## config.mk

```make
export PLATFORM = sky130hd
export DESIGN_NAME = spi_flash_loader
export DESIGN_NICKNAME = d
export VERILOG_FILES = /design/src/rtl/spi_flash_loader.sv
export SDC_FILE = /design/constraint.sdc
export NUM_CORES = 1
export LEC_CHECK = 0
export ABC_CLOCK_PERIOD_IN_PS = 4500
export CAP_MARGIN = 10
export CORE_MARGIN = 1.5
export CORE_UTILIZATION = 50
export DETAILED_ROUTE_END_ITERATION = 6
export PLACE_DENSITY = 0.82
export REMOVE_ABC_BUFFERS = 1
export SLEW_MARGIN = 30
export SYNTH_ARGS = -nofsm -noshare
export SYNTH_HDL_FRONTEND = slang
export SYNTH_SLANG_ARGS = --single-unit
```

## constraint.sdc

```tcl
create_clock -name clk -period 4.5 [get_ports clk]
set_clock_uncertainty 0.05 [all_clocks]
set_input_delay 1.35 -clock clk [delete_from_list [all_inputs] [get_ports clk]]
set_output_delay 1.35 -clock clk [all_outputs]
set_load 0.03 [all_outputs]
```

## src/rtl/spi_flash_loader.sv

```systemverilog
// rtl/spi_flash_loader.sv - boot loader: SPI-flash READ streamed into RAM via spi register port
module spi_flash_loader #(
  parameter logic [23:0] FLASH_ADDR = 24'h000000,
  parameter logic [22:0] MEM_BASE   = 23'h000000,
  parameter logic [15:0] LOAD_WORDS = 16'd1024,
  parameter logic [2:0]  CLK_DIV    = 3'd2,
  parameter logic [2:0]  CS_SEL     = 3'd1,
  parameter logic [15:0] TIMEOUT    = 16'hFFFF
) (
  input  logic        clk,
  input  logic        reset,
  input  logic        start,
  output logic [15:0] spi_data_write,
  input  logic [15:0] spi_data_read,
  output logic [7:0]  spi_addr,
  output logic        spi_uds,
  output logic        spi_lds,
  output logic        spi_rw,
  input  logic        spi_ack,
  output logic [22:0] mem_addr,
  output logic [15:0] mem_data,
  output logic        mem_we,
  input  logic        mem_ack,
  output logic        busy,
  output logic        done,
  output logic        error
);

  localparam logic [7:0] REG_TX   = 8'd2;
  localparam logic [7:0] REG_CTRL = 8'd6;

  typedef enum logic [3:0] {
    S_IDLE, S_CS_ON, S_CMD, S_AD2, S_AD1, S_AD0,
    S_DTX, S_DRX, S_MWR, S_CS_OFF, S_DONE, S_ERROR
  } state_t;

  state_t      state_q, state_d;
  logic        req_q, req_d;
  logic        rx_q, rx_d;        // header states: 0 = tx pending, 1 = discard rx pending
  logic        phase_q, phase_d;  // 0 = next data byte is the high byte of a word
  logic [7:0]  hi_q, hi_d;
  logic [15:0] cnt_q, cnt_d;
  logic [15:0] tmo_q, tmo_d;
  logic [7:0]  spi_addr_q, spi_addr_d;
  logic [15:0] spi_wdata_q, spi_wdata_d;
  logic        spi_rw_q, spi_rw_d;
  logic [22:0] mem_addr_q, mem_addr_d;
  logic [15:0] mem_data_q, mem_data_d;
  logic        mem_we_q, mem_we_d;

  logic        xact;
  logic [7:0]  x_addr;
  logic        x_rw;
  logic [15:0] x_data;
  logic        tmo_hit;
  logic        unused_rdata_hi;

  assign unused_rdata_hi = ^spi_data_read[15:8];
  assign tmo_hit = ({1'b0, tmo_q} + 17'd1) >= {1'b0, TIMEOUT};

  // Register access the current state wants to issue (addr, direction, data)
  always_comb begin
    xact   = 1'b0;
    x_addr = REG_TX;
    x_rw   = 1'b0;
    x_data = 16'h0000;
    case (state_q)
      S_CS_ON: begin
        xact   = 1'b1;
        x_addr = REG_CTRL;
        x_data = {9'b0, CS_SEL, CLK_DIV, 1'b0};
      end
      S_CS_OFF: begin
        xact   = 1'b1;
        x_addr = REG_CTRL;
        x_data = {9'b0, 3'b000, CLK_DIV, 1'b0};
      end
      S_CMD: begin
        xact = 1'b1; x_rw = rx_q; x_data = 16'h0003;
      end
      S_AD2: begin
        xact = 1'b1; x_rw = rx_q; x_data = {8'h00, FLASH_ADDR[23:16]};
      end
      S_AD1: begin
        xact = 1'b1; x_rw = rx_q; x_data = {8'h00, FLASH_ADDR[15:8]};
      end
      S_AD0: begin
        xact = 1'b1; x_rw = rx_q; x_data = {8'h00, FLASH_ADDR[7:0]};
      end
      S_DTX: xact = 1'b1;
      S_DRX: begin
        xact = 1'b1; x_rw = 1'b1;
      end
      default: xact = 1'b0;
    endcase
  end

  // Next-state logic: issue, wait for ack (with timeout), then advance
  always_comb begin
    state_d     = state_q;
    req_d       = req_q;
    rx_d        = rx_q;
    phase_d     = phase_q;
    hi_d        = hi_q;
    cnt_d       = cnt_q;
    tmo_d       = tmo_q;
    spi_addr_d  = spi_addr_q;
    spi_wdata_d = spi_wdata_q;
    spi_rw_d    = spi_rw_q;
    mem_addr_d  = mem_addr_q;
    mem_data_d  = mem_data_q;
    mem_we_d    = mem_we_q;
    case (state_q)
      // IDLE is only occupied right after reset, so leaving it is the auto-start
      S_IDLE: begin
        state_d = S_CS_ON;
        req_d = 1'b0; rx_d = 1'b0; phase_d = 1'b0; cnt_d = 16'd0;
      end
      S_DONE, S_ERROR: begin
        if (start) begin
          state_d = S_CS_ON;
          req_d = 1'b0; rx_d = 1'b0; phase_d = 1'b0; cnt_d = 16'd0;
        end
      end
      S_MWR: begin
        if (mem_ack) begin
          mem_we_d = 1'b0;
          cnt_d    = cnt_q + 16'd1;
          state_d  = (cnt_q + 16'd1 == LOAD_WORDS) ? S_CS_OFF : S_DTX;
        end else if (tmo_hit) begin
          mem_we_d = 1'b0;
          state_d  = S_ERROR;
        end else begin
          tmo_d = tmo_q + 16'd1;
        end
      end
      default: begin
        if (xact) begin
          if (!req_q) begin
            // req low here also provides the idle cycle between accesses
            req_d       = 1'b1;
            tmo_d       = 16'd0;
            spi_addr_d  = x_addr;
            spi_rw_d    = x_rw;
            spi_wdata_d = x_data;
          end else if (spi_ack) begin
            req_d = 1'b0;
            case (state_q)
              S_CS_ON:  begin state_d = S_CMD; rx_d = 1'b0; end
              S_CMD:    begin rx_d = ~rx_q; if (rx_q) state_d = S_AD2; end
              S_AD2:    begin rx_d = ~rx_q; if (rx_q) state_d = S_AD1; end
              S_AD1:    begin rx_d = ~rx_q; if (rx_q) state_d = S_AD0; end
              S_AD0:    begin rx_d = ~rx_q; if (rx_q) state_d = S_DTX; end
              S_DTX:    state_d = S_DRX;
              S_DRX: begin
                if (!phase_q) begin
                  hi_d    = spi_data_read[7:0];
                  phase_d = 1'b1;
                  state_d = S_DTX;
                end else begin
                  phase_d    = 1'b0;
                  mem_data_d = {hi_q, spi_data_read[7:0]};
                  mem_addr_d = MEM_BASE + {7'b0, cnt_q};
                  mem_we_d   = 1'b1;
                  tmo_d      = 16'd0;
                  state_d    = S_MWR;
                end
              end
              S_CS_OFF: state_d = S_DONE;
              default:  state_d = state_q;
            endcase
          end else if (tmo_hit) begin
            // chip select is deliberately left as-is; recovery is by reset
            req_d   = 1'b0;
            state_d = S_ERROR;
          end else begin
            tmo_d = tmo_q + 16'd1;
          end
        end
      end
    endcase
  end

  // State and output registers with synchronous reset
  always_ff @(posedge clk) begin
    if (reset) begin
      state_q     <= S_IDLE;
      req_q       <= 1'b0;
      rx_q        <= 1'b0;
      phase_q     <= 1'b0;
      hi_q        <= 8'h00;
      cnt_q       <= 16'd0;
      tmo_q       <= 16'd0;
      spi_addr_q  <= 8'h00;
      spi_wdata_q <= 16'h0000;
      spi_rw_q    <= 1'b0;
      mem_addr_q  <= 23'h0;
      mem_data_q  <= 16'h0000;
      mem_we_q    <= 1'b0;
    end else begin
      state_q     <= state_d;
      req_q       <= req_d;
      rx_q        <= rx_d;
      phase_q     <= phase_d;
      hi_q        <= hi_d;
      cnt_q       <= cnt_d;
      tmo_q       <= tmo_d;
      spi_addr_q  <= spi_addr_d;
      spi_wdata_q <= spi_wdata_d;
      spi_rw_q    <= spi_rw_d;
      mem_addr_q  <= mem_addr_d;
      mem_data_q  <= mem_data_d;
      mem_we_q    <= mem_we_d;
    end
  end

  assign spi_lds        = req_q & ~spi_ack;
  assign spi_uds        = 1'b0;
  assign spi_addr       = spi_addr_q;
  assign spi_data_write = spi_wdata_q;
  assign spi_rw         = spi_rw_q;
  assign mem_addr       = mem_addr_q;
  assign mem_data       = mem_data_q;
  assign mem_we         = mem_we_q;
  assign busy  = (state_q != S_IDLE) && (state_q != S_DONE) && (state_q != S_ERROR);
  assign done  = (state_q == S_DONE);
  assign error = (state_q == S_ERROR);

endmodule

```

==> out/results.md, run 1 <==
| Group | Parameter | This run |
|---|---|---|
| logic synthesis | Number of distinct library cell variants in the gate-level netlist after synthesis | 53 |
| floorplan | Boundary pin count | 91 |
| sta | Tightest slew margin relative to the limit | 41.8% |
| logic synthesis | Sequential element share of the synthesized area | 38.3% |
| worst setup path | Worst setup startpoint | spi_ack |
| cts | Worst-skew pair later-pin latency | 0.37 ns |
| sta | Shortest period the worst path allows | 3.95 ns |
| floorplan | Area of the die | 0.00956 mm2 |
| cts | Cts-stage hold buffer count | 0 |
| worst setup path | Kind of start point of the critical path | input pin |
| sta | Summed negative setup slack over all endpoints | 0 ns |
| job | Max-cap check violation count | 0 |
| floorplan | Die Y-Extent | 97.8 um |
| routing | Via count | 4392 |
| place | Gpl congestion | 0.927 |
| sta | Post-route clock period utilization | 87.7% |
| logic synthesis | Flip-flop cell with the highest count after synthesis | dfxtp_1 |
| logic synthesis | Cell accounting for the most synthesized area | dfxtp_1 |
| grt | Number of antenna violations at the first check in global routing | 0 |
| routing | Average routed wire per standard cell | 14.2 um |
| sta | Transition time at the pin with the least slew margin | 0.869 ns |
| worst setup path | Critical-path maximum fanout | 2 |
| pwr | Maximum vdd ir drop | 0.194 mV |
| cts | Total clock sinks | 86 |
| logic synthesis | Total number of yosys warnings | 0 |
| worst setup path | Endpoint arrival time on the critical path | 2.55 ns |
| sta | Highest achievable clock rate | 253 MHz |
| outcome | Status | completed |
| cts | Clock root cell | clkbuf_8 |
| final layout | Number of nets at the end of the flow | 663 |
| logic synthesis | Fraction of synthesized area in multiplexers | 2.03% |
| cts | Clock slew seen by the registers of the worst setup and hold paths | 0.10 ns |
| floorplan | Placeable core region | 0.00872 mm2 |
| worst setup path | R2r worst-path depth | 7 |
| grt | First-pass GRT wire length | 18.3 mm |
| routing | DRC viols | 0 |
| place | DP HPWL | 7.22 mm |
| routing | First DRT Iteration DRCs | 253 |
| logic synthesis | Average footprint of a synthesized cell | 7.43 um2 |
| logic synthesis | Fraction of the mapped netlist area in simple logic gates | 27.8% |
| logic synthesis | Flip-flop and latch count after synthesis | 86 |
| cts | Post-CTS Setup Repair Bufs | 0 |
| grt | Global-route total usage across every layer | 22.8% |
| cts | Number of buffers created by CTS | 9 |
| logic synthesis | Total standard cell area after synthesis | 0.00449 mm2 |
| worst setup path | R2R Setup Slk | 1.46 ns |
| place | Buffers added on ports | 56 |
| pwr | Final total power | 0.00197 W |
| routing | Post-detailed-route count of antenna-violating nets | 0 |
| grt | Overflow left after global routing | 0 |
| cts | Resized Gates After CTS | 0 |
| routing | Via density per instance | 5.84 |
| logic synthesis | Post-synth EDFFs | 0 |
| sta | Unrepaired setup endpoints after global routing | false |
| grt | Maximum number of pins on one net before global-route repair | 55 |
| worst hold path | Worst hold path class | flop to flop |
| logic synthesis | Largest cells by area after synthesis | dfxtp_1 38%, nand2_1 9.4%, a21oi_1 8.6% |
| sta | Final count of hold timing violations | 0 |
| logic synthesis | Async set-reset flop share out of synthesis | 0% |
| logic synthesis | Fraction of the mapped netlist area in adder cells | 0.835% |
| worst setup path | Critical Setup Path Class | input pin to primary output |
| logic synthesis | Xor/xnor share of the synthesized area | 1.53% |
| pwr | Standby leakage power | 1.69 nW |
| routing | Overall routed net length | 10.7 mm |
| worst setup path | CP endpoint kind | primary output |
| final layout | Leading cell types in the layout, fill and taps excluded | 112 x nand2_1, 86 x dfxtp_1, 77 x a21oi_1 |
| final layout | Fraction of layout instances using a drive strength above 1 | 5.75% |
| cts | H-tree levels | 3 |
| sta | Count of endpoints failing setup in the final report | 0 |
| cts | Worst-case clock buffer depth | 2 |
| worst setup path | Start of the worst register-to-register path | state_q[1]$_SDFFE_PP0P_ |
| final layout | Layout-stage area growth over the synthesis result | 15.3% |
| sta | Number of slew-limit violations in the final report | 0 |
| floorplan | Initial Utilization | 51.5% |
| logic synthesis | Largest family of logic cells by synthesized area | simple AND/OR/NAND/NOR gates |
| logic synthesis | Synth Area in Compound Gates | 20.5% |
| final layout | Total inserted antenna cells | 0 |
| logic synthesis | Area share of the largest cell type after synthesis | 38.3% |
| worst setup path | Worst setup path endpoint | spi_lds |
| worst setup path | Worst reg2reg path endpoint | tmo_q[14]$_SDFFE_PP0P_ |
| pwr | Ratio of total power to cell area | 381 mW/mm2 |
| final layout | Most frequent standard cell in the layout excluding fill and tap cells | nand2_1 |
| floorplan | Site row count | 34 |
| grt | Number of global-route vias before repair | 4005 |
| floorplan | Die boundary width | 97.8 um |
| worst setup path | Data required, critical path | 3.10 ns |
| logic synthesis | Number of standard cells after synthesis | 605 |
| routing | First-pass iteration count of the detailed router | 5 |
| cts | CTS tree | yes |
## state kept, by name (all words and copies together) (netlist names), 2 cells and up
register	count
cnt_q	16
hi_q	8
mem_addr	16
mem_data	16
spi_addr	2
spi_data_write	3
state_q	4
tmo_q	16
## metal layers
| layer | GRT usage [%] | vias to the layer above | wire [um] |
|---|---|---|---|
| met5 | 0 | - | 0 |
| met4 | 8.02 | 0 | 177 |
| met3 | 3.58 | 19 | 594 |
| met2 | 38.7 | 153 | 5330 |
| met1 | 29.6 | 2061 | 4570 |
| li1 | - | 2159 | - |
## worst max-delay path, cell delays in order
cell	delay, ns
clkdlybuf4s50_1	0.42
nor2b_1	0.11
clkdlybuf4s50_1	0.67
## stage by stage
step | cell area, um2 | setup WS (ns) | hold slack, ns | util, % | cells
after CTS | 5180 | 0.549 | 0.395 | 59.4 | 752
final | 5180 | 0.553 | 0.392 | 59.4 | 752
after global placement | 4980 | 0.533 | 0.385 | 57.1 | 736
after global routing | 5180 | 0.471 | 0.419 | 59.4 | 752
after floorplan | 4230 | 1.32 | 0.375 | - | 565
after detailed placement | 4980 | 0.553 | 0.391 | 57.1 | 736
## cell families (layout without fill, tap and decap cells)
group / Yosys count / after routing
compound gates: 157 / 157
xor+xnor: 7 / 7
fa+ha+maj: 3 / 3
buf+inv: 75 / 89
flops: 86 / 86
mux: 9 / 9
other cells: 1 / 26
simple gates: 267 / 267
## worst min-delay path by stage
| stage | depth (start not counted) | slack [ns] | startpoint | endpoint |
|---|---|---|---|---|
| after floorplan | 2 | 0.38 | hi_q[2]$_SDFFE_PP0P_ | mem_data[10]$_SDFFE_PP0P_ |
| after global placement | 2 | 0.39 | hi_q[4]$_SDFFE_PP0P_ | mem_data[12]$_SDFFE_PP0P_ |
| after detailed placement | 2 | 0.39 | hi_q[2]$_SDFFE_PP0P_ | mem_data[10]$_SDFFE_PP0P_ |
| after CTS | 2 | 0.40 | hi_q[2]$_SDFFE_PP0P_ | mem_data[10]$_SDFFE_PP0P_ |
| after global routing | 2 | 0.42 | hi_q[1]$_SDFFE_PP0P_ | mem_data[9]$_SDFFE_PP0P_ |
| final | 2 | 0.39 | hi_q[2]$_SDFFE_PP0P_ | mem_data[10]$_SDFFE_PP0P_ |
## power breakdown
group	switching [W]	total (W)	internal [W]
combinational	0.000344	0.000534	0.000190
sequential	0.0000778	0.000879	0.000801
clock	0.000296	0.000561	0.000264
total	0.000718	0.00197	0.00126
## synth_stat cells (5+ instances only)
cell	n
nor3_1	15
a31oi_1	5
a311oi_1	5
or4_1	8
a21oi_1	77
o31ai_1	7
nor2_1	60
buf_4	28
nand3_1	18
or3_1	15
inv_1	10
nor4_1	7
nand2_1	112
buf_2	10
clkbuf_1	25
o21ai_0	34
nand4_1	11
mux2i_1	8
dfxtp_1	86
## final cells by class
cell class | count | area, um2
Clock buffer | 9 | 124
Clock inverter | 7 | 81.3
Fill cell | 784 | 3540
Inverter | 10 | 37.5
Multi-Input combinational cell | 469 | 2470
Sequential cell | 86 | 1720
Tap cell | 108 | 135
Timing Repair Buffer | 63 | 608
No activity file was read; power rests on OpenSTA's default activity.
==> inputs of run 2 (changes only) <==
- CORE_UTILIZATION: 50 -> 35
- PLACE_DENSITY: 0.82 -> 0.62
==> run 2 against run 1 <==
Routed wire length up 4.4%. Sequential power hardly changed. Maximum frequency is 4.7% lower. Power is 11% higher. Core utilization decreased by 17 points. Global-route usage down 5.9 points. Final cell count increased by 8.4%. Die area increased by 41%. Critical path depth is the same. Largest cell class unchanged.
==> out/results.md, run 2 (synthesis gave the netlist of run 1 again) <==
| Group | Parameter | This run | Delta |
|---|---|---|---|
| floorplan | Die Y-Extent | 116 um | +19% |
| routing | Via density per instance | 5.33 | -8.7% |
| routing | Highest metal layer with signal wires | met4 |  |
| pwr | Switching pwr | 0.000721 W | +0.37% |
| sta | Count of endpoints failing setup in the final report | 0 | unchanged |
| floorplan | Placeable core region | 0.0126 mm2 | +44% |
| cts | Clock slew seen by the registers of the worst setup and hold paths | 0.06 ns | -0.04 ns |
| sta | Shortest period the worst path allows | 4.14 ns | +0.196 ns |
| sta | Final count of hold timing violations | 0 | unchanged |
| final layout | Fraction of layout instances using a drive strength above 1 | 5.44% | -0.30 points |
| worst setup path | Critical Setup Path Class | input pin to primary output |  |
| worst hold path | Worst hold path class | flop to flop |  |
| floorplan | Initial Utilization | 35.7% | -16 points |
| cts | Worst-case clock buffer depth | 2 | unchanged |
| floorplan | Die boundary width | 116 um | +19% |
| cts | Clock root cell | clkbuf_16 |  |
| pwr | Switching share of power | 32.9% | -3.5 points |
| worst setup path | CP endpoint kind | primary output |  |
| sta | Highest achievable clock rate | 241 MHz | -4.7% |
| grt | Global-route total usage across every layer | 16.9% | -5.9 points |
| pwr | Maximum vdd ir drop | 0.174 mV | -10% |
| sta | Unrepaired setup endpoints after global routing | false |  |
| routing | DRC viols | 0 | unchanged |
| place | Post-placement setup slack | 0.349 ns | -0.204 ns |
| worst setup path | Kind of start point of the critical path | input pin |  |
| worst setup path | R2r worst-path depth | 7 | unchanged |
| sta | Summed negative setup slack over all endpoints | 0 ns | unchanged |
| worst setup path | Critical-path maximum fanout | 2 | unchanged |
| routing | Overall routed net length | 11.2 mm | +4.4% |
| routing | Wire length the detailed router placed on met1 | 4.98 mm | +9.0% |
| routing | Post-detailed-route count of antenna-violating nets | 0 | unchanged |
| routing | First DRT Iteration DRCs | 298 | +18% |
| worst setup path | Start of the worst register-to-register path | state_q[1]$_SDFFE_PP0P_ |  |
| worst setup path | Worst reg2reg path endpoint | tmo_q[12]$_SDFFE_PP0P_ |  |
| grt | First-pass GRT wire length | 18.2 mm | -0.64% |
| cts | H-tree levels | 3 | unchanged |
| pwr | Cell internal power dissipation | 0.00147 W | +17% |
| cts | Cts-stage hold buffer count | 0 | unchanged |
| worst setup path | Endpoint arrival time on the critical path | 2.74 ns | +0.19 ns |
| grt | Number of antenna violations at the first check in global routing | 0 | unchanged |
| pwr | Ratio of total power to cell area | 409 mW/mm2 | +7.3% |
| pwr | Standby leakage power | 1.74 nW | +2.8% |
| outcome | Status | completed |  |
| worst hold path | WHS Path Cells | 2 | unchanged |
| floorplan | Boundary pin count | 91 | unchanged |
| final layout | Number of nets at the end of the flow | 664 | +0.15% |
| place | DP HPWL | 7.64 mm | +5.8% |
| cts | Number of buffers created by CTS | 9 | unchanged |
| sta | Number of slew-limit violations in the final report | 0 | unchanged |
| sta | Transition time at the pin with the least slew margin | 0.892 ns | +0.0226 ns |
| final layout | Layout-stage area growth over the synthesis result | 19.5% |  |
| routing | Met3 routed wirelength | 523 um | -12% |
| pwr | Logic pwr share | 24.5% | -2.6 points |
| routing | Via count | 4345 | -1.1% |
| place | Buffers added on ports | 56 | unchanged |
| cts | CTS tree | yes |  |
| cts | Worst-skew pair later-pin latency | 0.34 ns | -0.03 ns |
| pwr | Part of the total power dissipated in the clock network | 35.3% | +6.9 points |
| final layout | Leading cell types in the layout, fill and taps excluded | 112 x nand2_1, 86 x dfxtp_1, 77 x a21oi_1 |  |
| job | Max-cap check violation count | 0 | unchanged |
| sta | Slack of the critical path | 0.357 ns | -0.196 ns |
| place | Gpl congestion | 0.875 | -5.6% |
| place | Placed Cells incl. Taps | 801 | +8.8% |
| floorplan | Area of the die | 0.0135 mm2 | +41% |
| sta | Post-route clock period utilization | 92.1% | +4.4 points |
| final layout | Non-Filler Instances | 815 | +8.4% |
| routing | Routed met2 length | 5.39 mm | +1.0% |
| cts | Total clock sinks | 86 | unchanged |
| cts | Resized Gates After CTS | 0 | unchanged |
| grt | Overflow left after global routing | 0 | unchanged |
| final layout | Filler cells | 1313 | +67% |
| final layout | Total inserted antenna cells | 0 | unchanged |
| cts | Post-CTS Setup Repair Bufs | 0 | unchanged |
| pwr | Sequential group share of total power | 40.2% | -4.3 points |
| final layout | Most frequent standard cell in the layout excluding fill and tap cells | nand2_1 |  |
| worst setup path | R2R Setup Slk | 1.49 ns | +0.03 ns |
| floorplan | Site row count | 41 | +21% |
| worst hold path | Worst Min Path Start | mem_data[10]$_SDFFE_PP0P_ |  |
| routing | First-pass iteration count of the detailed router | 7 | +2 |
| worst setup path | Data required, critical path | 3.10 ns | about the same |
| sta | Tightest slew margin relative to the limit | 40.3% | -1.5 points |
| routing | Average routed wire per standard cell | 13.7 um | -3.7% |
| worst hold path | Min-Delay Endpoint | mem_data[10]$_SDFFE_PP0P_ |  |
| grt | Number of global-route vias before repair | 3845 | -4.0% |
| grt | Maximum number of pins on one net before global-route repair | 34 | -38% |
-- run 2: cell types whose count changed in the layout (fill, tap and decap cells not counted) --
cell,change
clkbuf_1,+1
buf_4,+1
clkinv_4,-2
bufinv_16,+1
inv_8,-1
inv_6,-1
clkbuf_16,+9
clkbuf_8,-9
-- run 2: layout make-up --
| cell class | instances | area (um2) | share of cell area, % |
|---|---|---|---|
| clock buffers | 10 | 229 | 4.27 |
| clock inverters | 4 | 73.8 | 1.38 |
| inverters | 10 | 37.5 | 0.699 |
| multi-input cells | 469 | 2470 | 46.1 |
| flip-flops and latches | 86 | 1720 | 32.1 |
| well taps | 172 | 215 | 4.01 |
| repair buffers | 64 | 616 | 11.5 |
-- run 2: critical path, cell delays in order --
cell and delay (ns):
clkdlybuf4s50_1 0.47, nor2b_1 0.21, clkdlybuf4s50_1 0.71
-- run 2: stage by stage --
| stage | power (W) | utilization (%) | area, um2 | hold WS [ns] |
|---|---|---|---|---|
| after floorplan | 0.00124 | - | 4230 | 0.375 |
| after global placement | 0.00142 | 40.3 | 5060 | 0.386 |
| after detailed placement | 0.00143 | 40.3 | 5060 | 0.396 |
| after CTS | 0.00222 | 42.7 | 5370 | 0.404 |
| after global routing | 0.00231 | 42.7 | 5370 | 0.418 |
| final | 0.00219 | 42.7 | 5370 | 0.403 |
-- run 2: how the worst max path moves through the flow --
stage	from	to	slack [ns]
after CTS	spi_ack	spi_lds	0.35
final	spi_ack	spi_lds	0.36
after floorplan	spi_ack	spi_lds	1.32
after global routing	spi_ack	spi_lds	0.32
after detailed placement	spi_ack	spi_lds	0.35
after global placement	spi_ack	spi_lds	0.35
-- run 2: layer usage --
metal	global-route usage, %	vias to the layer above
met3	3.53	19
met2	28.6	120
met4	7.89	0
li1	-	2150
met5	0	-
met1	20.6	2056
-- run 2: power by group through the flow --
stage          logic, W  clock network (W)  registers (W)
5_1_grt        0.000592           0.000828       0.000888
2_1_floorplan  0.000323                  0       0.000917
4_1_cts        0.000537           0.000801       0.000879
3_5_place_dp   0.000535                  0       0.000896
6_report       0.000537           0.000775       0.000882
3_3_place_gp   0.000528                  0       0.000893
==> inputs of run 3 (changes only) <==
- GPL_ROUTABILITY_DRIVEN: not set -> 0
- SETUP_SLACK_MARGIN: not set -> 0.1
==> run 3 against run 2 <==
Worst hold slack got worse by 0.0028 ns. Design area decreased by 0.23%. Maximum frequency is 0.50% higher. Global-route usage grew 0.12 points. Die area is the same. Count of clock-buffer cells in the layout unchanged. Sequential share of layout area is 0.075 points higher. Non-clock buffer count is 1 lower. Critical path type unchanged. Critical endpoint unchanged.
==> out/results.md, run 3 (synthesis gave the netlist of run 1 again) <==
| Group | Parameter | This run | Delta |
|---|---|---|---|
| outcome | Status | completed |  |
| worst hold path | WHS Path Cells | 2 | unchanged |
| pwr | Cell internal power dissipation | 0.00143 W | -2.6% |
| final layout | Fraction of layout instances using a drive strength above 1 | 5.60% | +0.16 points |
| sta | Count of endpoints failing setup in the final report | 0 | unchanged |
| cts | Clock root cell | clkbuf_16 |  |
| routing | Average routed wire per standard cell | 13.6 um | -0.48% |
| pwr | Switching pwr | 0.000732 W | +1.6% |
| grt | Global-route total usage across every layer | 17.0% | +0.12 points |
| worst hold path | Worst hold path class | flop to flop |  |
| sta | Summed negative setup slack over all endpoints | 0 ns | unchanged |
| job | Max-cap check violation count | 0 | unchanged |
| grt | Number of global-route vias before repair | 3891 | +1.2% |
| routing | Met3 routed wirelength | 576 um | +10% |
| cts | CTS tree | yes |  |
| pwr | Sequential group share of total power | 40.6% | +0.4 points |
| worst setup path | Critical-path maximum fanout | 2 | unchanged |
| routing | Routed met2 length | 5.44 mm | +0.96% |
| sta | Number of slew-limit violations in the final report | 0 | unchanged |
| grt | Overflow left after global routing | 0 | unchanged |
| cts | Post-CTS Setup Repair Bufs | 0 | unchanged |
| sta | Shortest period the worst path allows | 4.12 ns | -0.0207 ns |
| final layout | Filler cells | 1288 | -1.9% |
| cts | Number of buffers created by CTS | 9 | unchanged |
| pwr | Logic pwr share | 24.8% | +0.3 points |
| final layout | Leading cell types in the layout, fill and taps excluded | 112 x nand2_1, 86 x dfxtp_1, 77 x a21oi_1 |  |
| cts | Worst-case clock buffer depth | 2 | unchanged |
| pwr | Part of the total power dissipated in the clock network | 34.6% | -0.7 points |
| cts | Resized Gates After CTS | 0 | unchanged |
| worst setup path | R2r worst-path depth | 7 | unchanged |
| place | DP HPWL | 7.49 mm | -1.9% |
| final layout | Most frequent standard cell in the layout excluding fill and tap cells | nand2_1 |  |
| worst setup path | CP endpoint kind | primary output |  |
| routing | First DRT Iteration DRCs | 339 | +14% |
| final layout | Total inserted antenna cells | 0 | unchanged |
| grt | Number of antenna violations at the first check in global routing | 0 | unchanged |
| cts | H-tree levels | 3 | unchanged |
| cts | Total clock sinks | 86 | unchanged |
| routing | Via density per instance | 5.34 | +0.25% |
| pwr | Ratio of total power to cell area | 405 mW/mm2 | -0.99% |
| worst setup path | Endpoint arrival time on the critical path | 2.72 ns | -0.02 ns |
| sta | Final count of hold timing violations | 0 | unchanged |
| floorplan | Boundary pin count | 91 | unchanged |
| cts | Worst-skew pair later-pin latency | 0.34 ns | about the same |
| final layout | Number of nets at the end of the flow | 663 | -0.15% |
| floorplan | Site row count | 41 | unchanged |
| cts | Clock slew seen by the registers of the worst setup and hold paths | 0.07 ns | about the same |
| routing | First-pass iteration count of the detailed router | 5 | -2 |
| routing | Wire length the detailed router placed on met1 | 4.95 mm | -0.60% |
| pwr | Switching share of power | 33.8% | +0.94 points |
| place | Post-placement setup slack | 0.357 ns | +0.00783 ns |
| routing | Post-detailed-route count of antenna-violating nets | 0 | unchanged |
| worst setup path | Critical Setup Path Class | input pin to primary output |  |
| grt | Maximum number of pins on one net before global-route repair | 63 | +85% |
| routing | Highest metal layer with signal wires | met4 |  |
| sta | Transition time at the pin with the least slew margin | 0.904 ns | +0.0117 ns |
| final layout | Layout-stage area growth over the synthesis result | 19.2% |  |
| sta | Tightest slew margin relative to the limit | 39.5% | -0.78 points |
| sta | Highest achievable clock rate | 243 MHz | +0.50% |
| cts | Cts-stage hold buffer count | 0 | unchanged |
| sta | Slack of the critical path | 0.378 ns | +0.0207 ns |
| grt | First-pass GRT wire length | 18.6 mm | +1.9% |
| floorplan | Area of the die | 0.0135 mm2 | unchanged |
| worst setup path | Data required, critical path | 3.10 ns | about the same |
| floorplan | Die boundary width | 116 um | unchanged |
| sta | Post-route clock period utilization | 91.6% | -0.46 points |
| worst setup path | Kind of start point of the critical path | input pin |  |
| sta | Unrepaired setup endpoints after global routing | false |  |
| pwr | Standby leakage power | 1.73 nW | -0.70% |
| floorplan | Initial Utilization | 35.7% | unchanged |
| routing | Via count | 4356 | +0.25% |
| routing | Overall routed net length | 11.1 mm | -0.48% |
| floorplan | Die Y-Extent | 116 um | unchanged |
| routing | DRC viols | 0 | unchanged |
| pwr | Maximum vdd ir drop | 0.181 mV | +3.9% |
| place | Buffers added on ports | 56 | unchanged |
| floorplan | Placeable core region | 0.0126 mm2 | unchanged |
run 3: cell types whose count changed in the layout (fill, tap and decap cells not counted):
cell,change
clkbuf_8,+1
clkbuf_1,-1
clkinvlp_4,+2
clkinv_4,-1
bufinv_16,-1
inv_6,+1
buf_4,-1
run 3: final cells by class:
cell class | count | area, um2 | area share, %
Sequential cell | 86 | 1720 | 32.1
Tap cell | 172 | 215 | 4.02
Inverter | 10 | 37.5 | 0.701
Clock buffer | 10 | 239 | 4.46
Multi-Input combinational cell | 469 | 2470 | 46.2
Clock inverter | 5 | 58.8 | 1.10
Timing Repair Buffer | 63 | 608 | 11.4
run 3: path summary, 6_finish.rpt:
kind | startpoint | slack (ns) | end
setup / recovery | spi_ack | 0.38 | spi_lds
hold / removal | hi_q[4]$_SDFFE_PP0P_ | 0.40 | mem_data[12]$_SDFFE_PP0P_
setup reg to reg | state_q[1]$_SDFFE_PP0P_ | 1.38 | tmo_q[5]$_SDFFE_PP0P_
hold reg to reg | hi_q[4]$_SDFFE_PP0P_ | 0.40 | mem_data[12]$_SDFFE_PP0P_
run 3: power groups by stage:
stage | Sequential (W) | Clock [W] | Combinational [W]
after global routing | 0.000888 | 0.000800 | 0.000594
after detailed placement | 0.000893 | 0 | 0.000536
final | 0.000879 | 0.000750 | 0.000537
after CTS | 0.000876 | 0.000769 | 0.000537
after global placement | 0.000892 | 0 | 0.000522
after floorplan | 0.000917 | 0 | 0.000323
run 3: routing by layer:
metal,vias to the layer above,GRT usage (%)
li1,2144,-
met1,2064,21.8
met2,133,29.3
met3,15,3.74
met4,0,3.90
met5,-,0
run 3: worst max-delay path, cell delays in order:
cell	delay [ns]
clkdlybuf4s50_1	0.45
nor2b_1	0.21
clkdlybuf4s50_1	0.71
run 3: stage by stage:
stage	hold WS [ns]	instances	instance area [um2]	power (W)	util [%]
2_1_floorplan	0.375	565	4230	0.00124	-
3_5_place_dp	0.395	800	5060	0.00143	40.2
3_3_place_gp	0.388	800	5060	0.00141	40.2
5_1_grt	0.418	815	5360	0.00228	42.6
4_1_cts	0.404	815	5360	0.00218	42.6
6_report	0.400	815	5360	0.00217	42.6
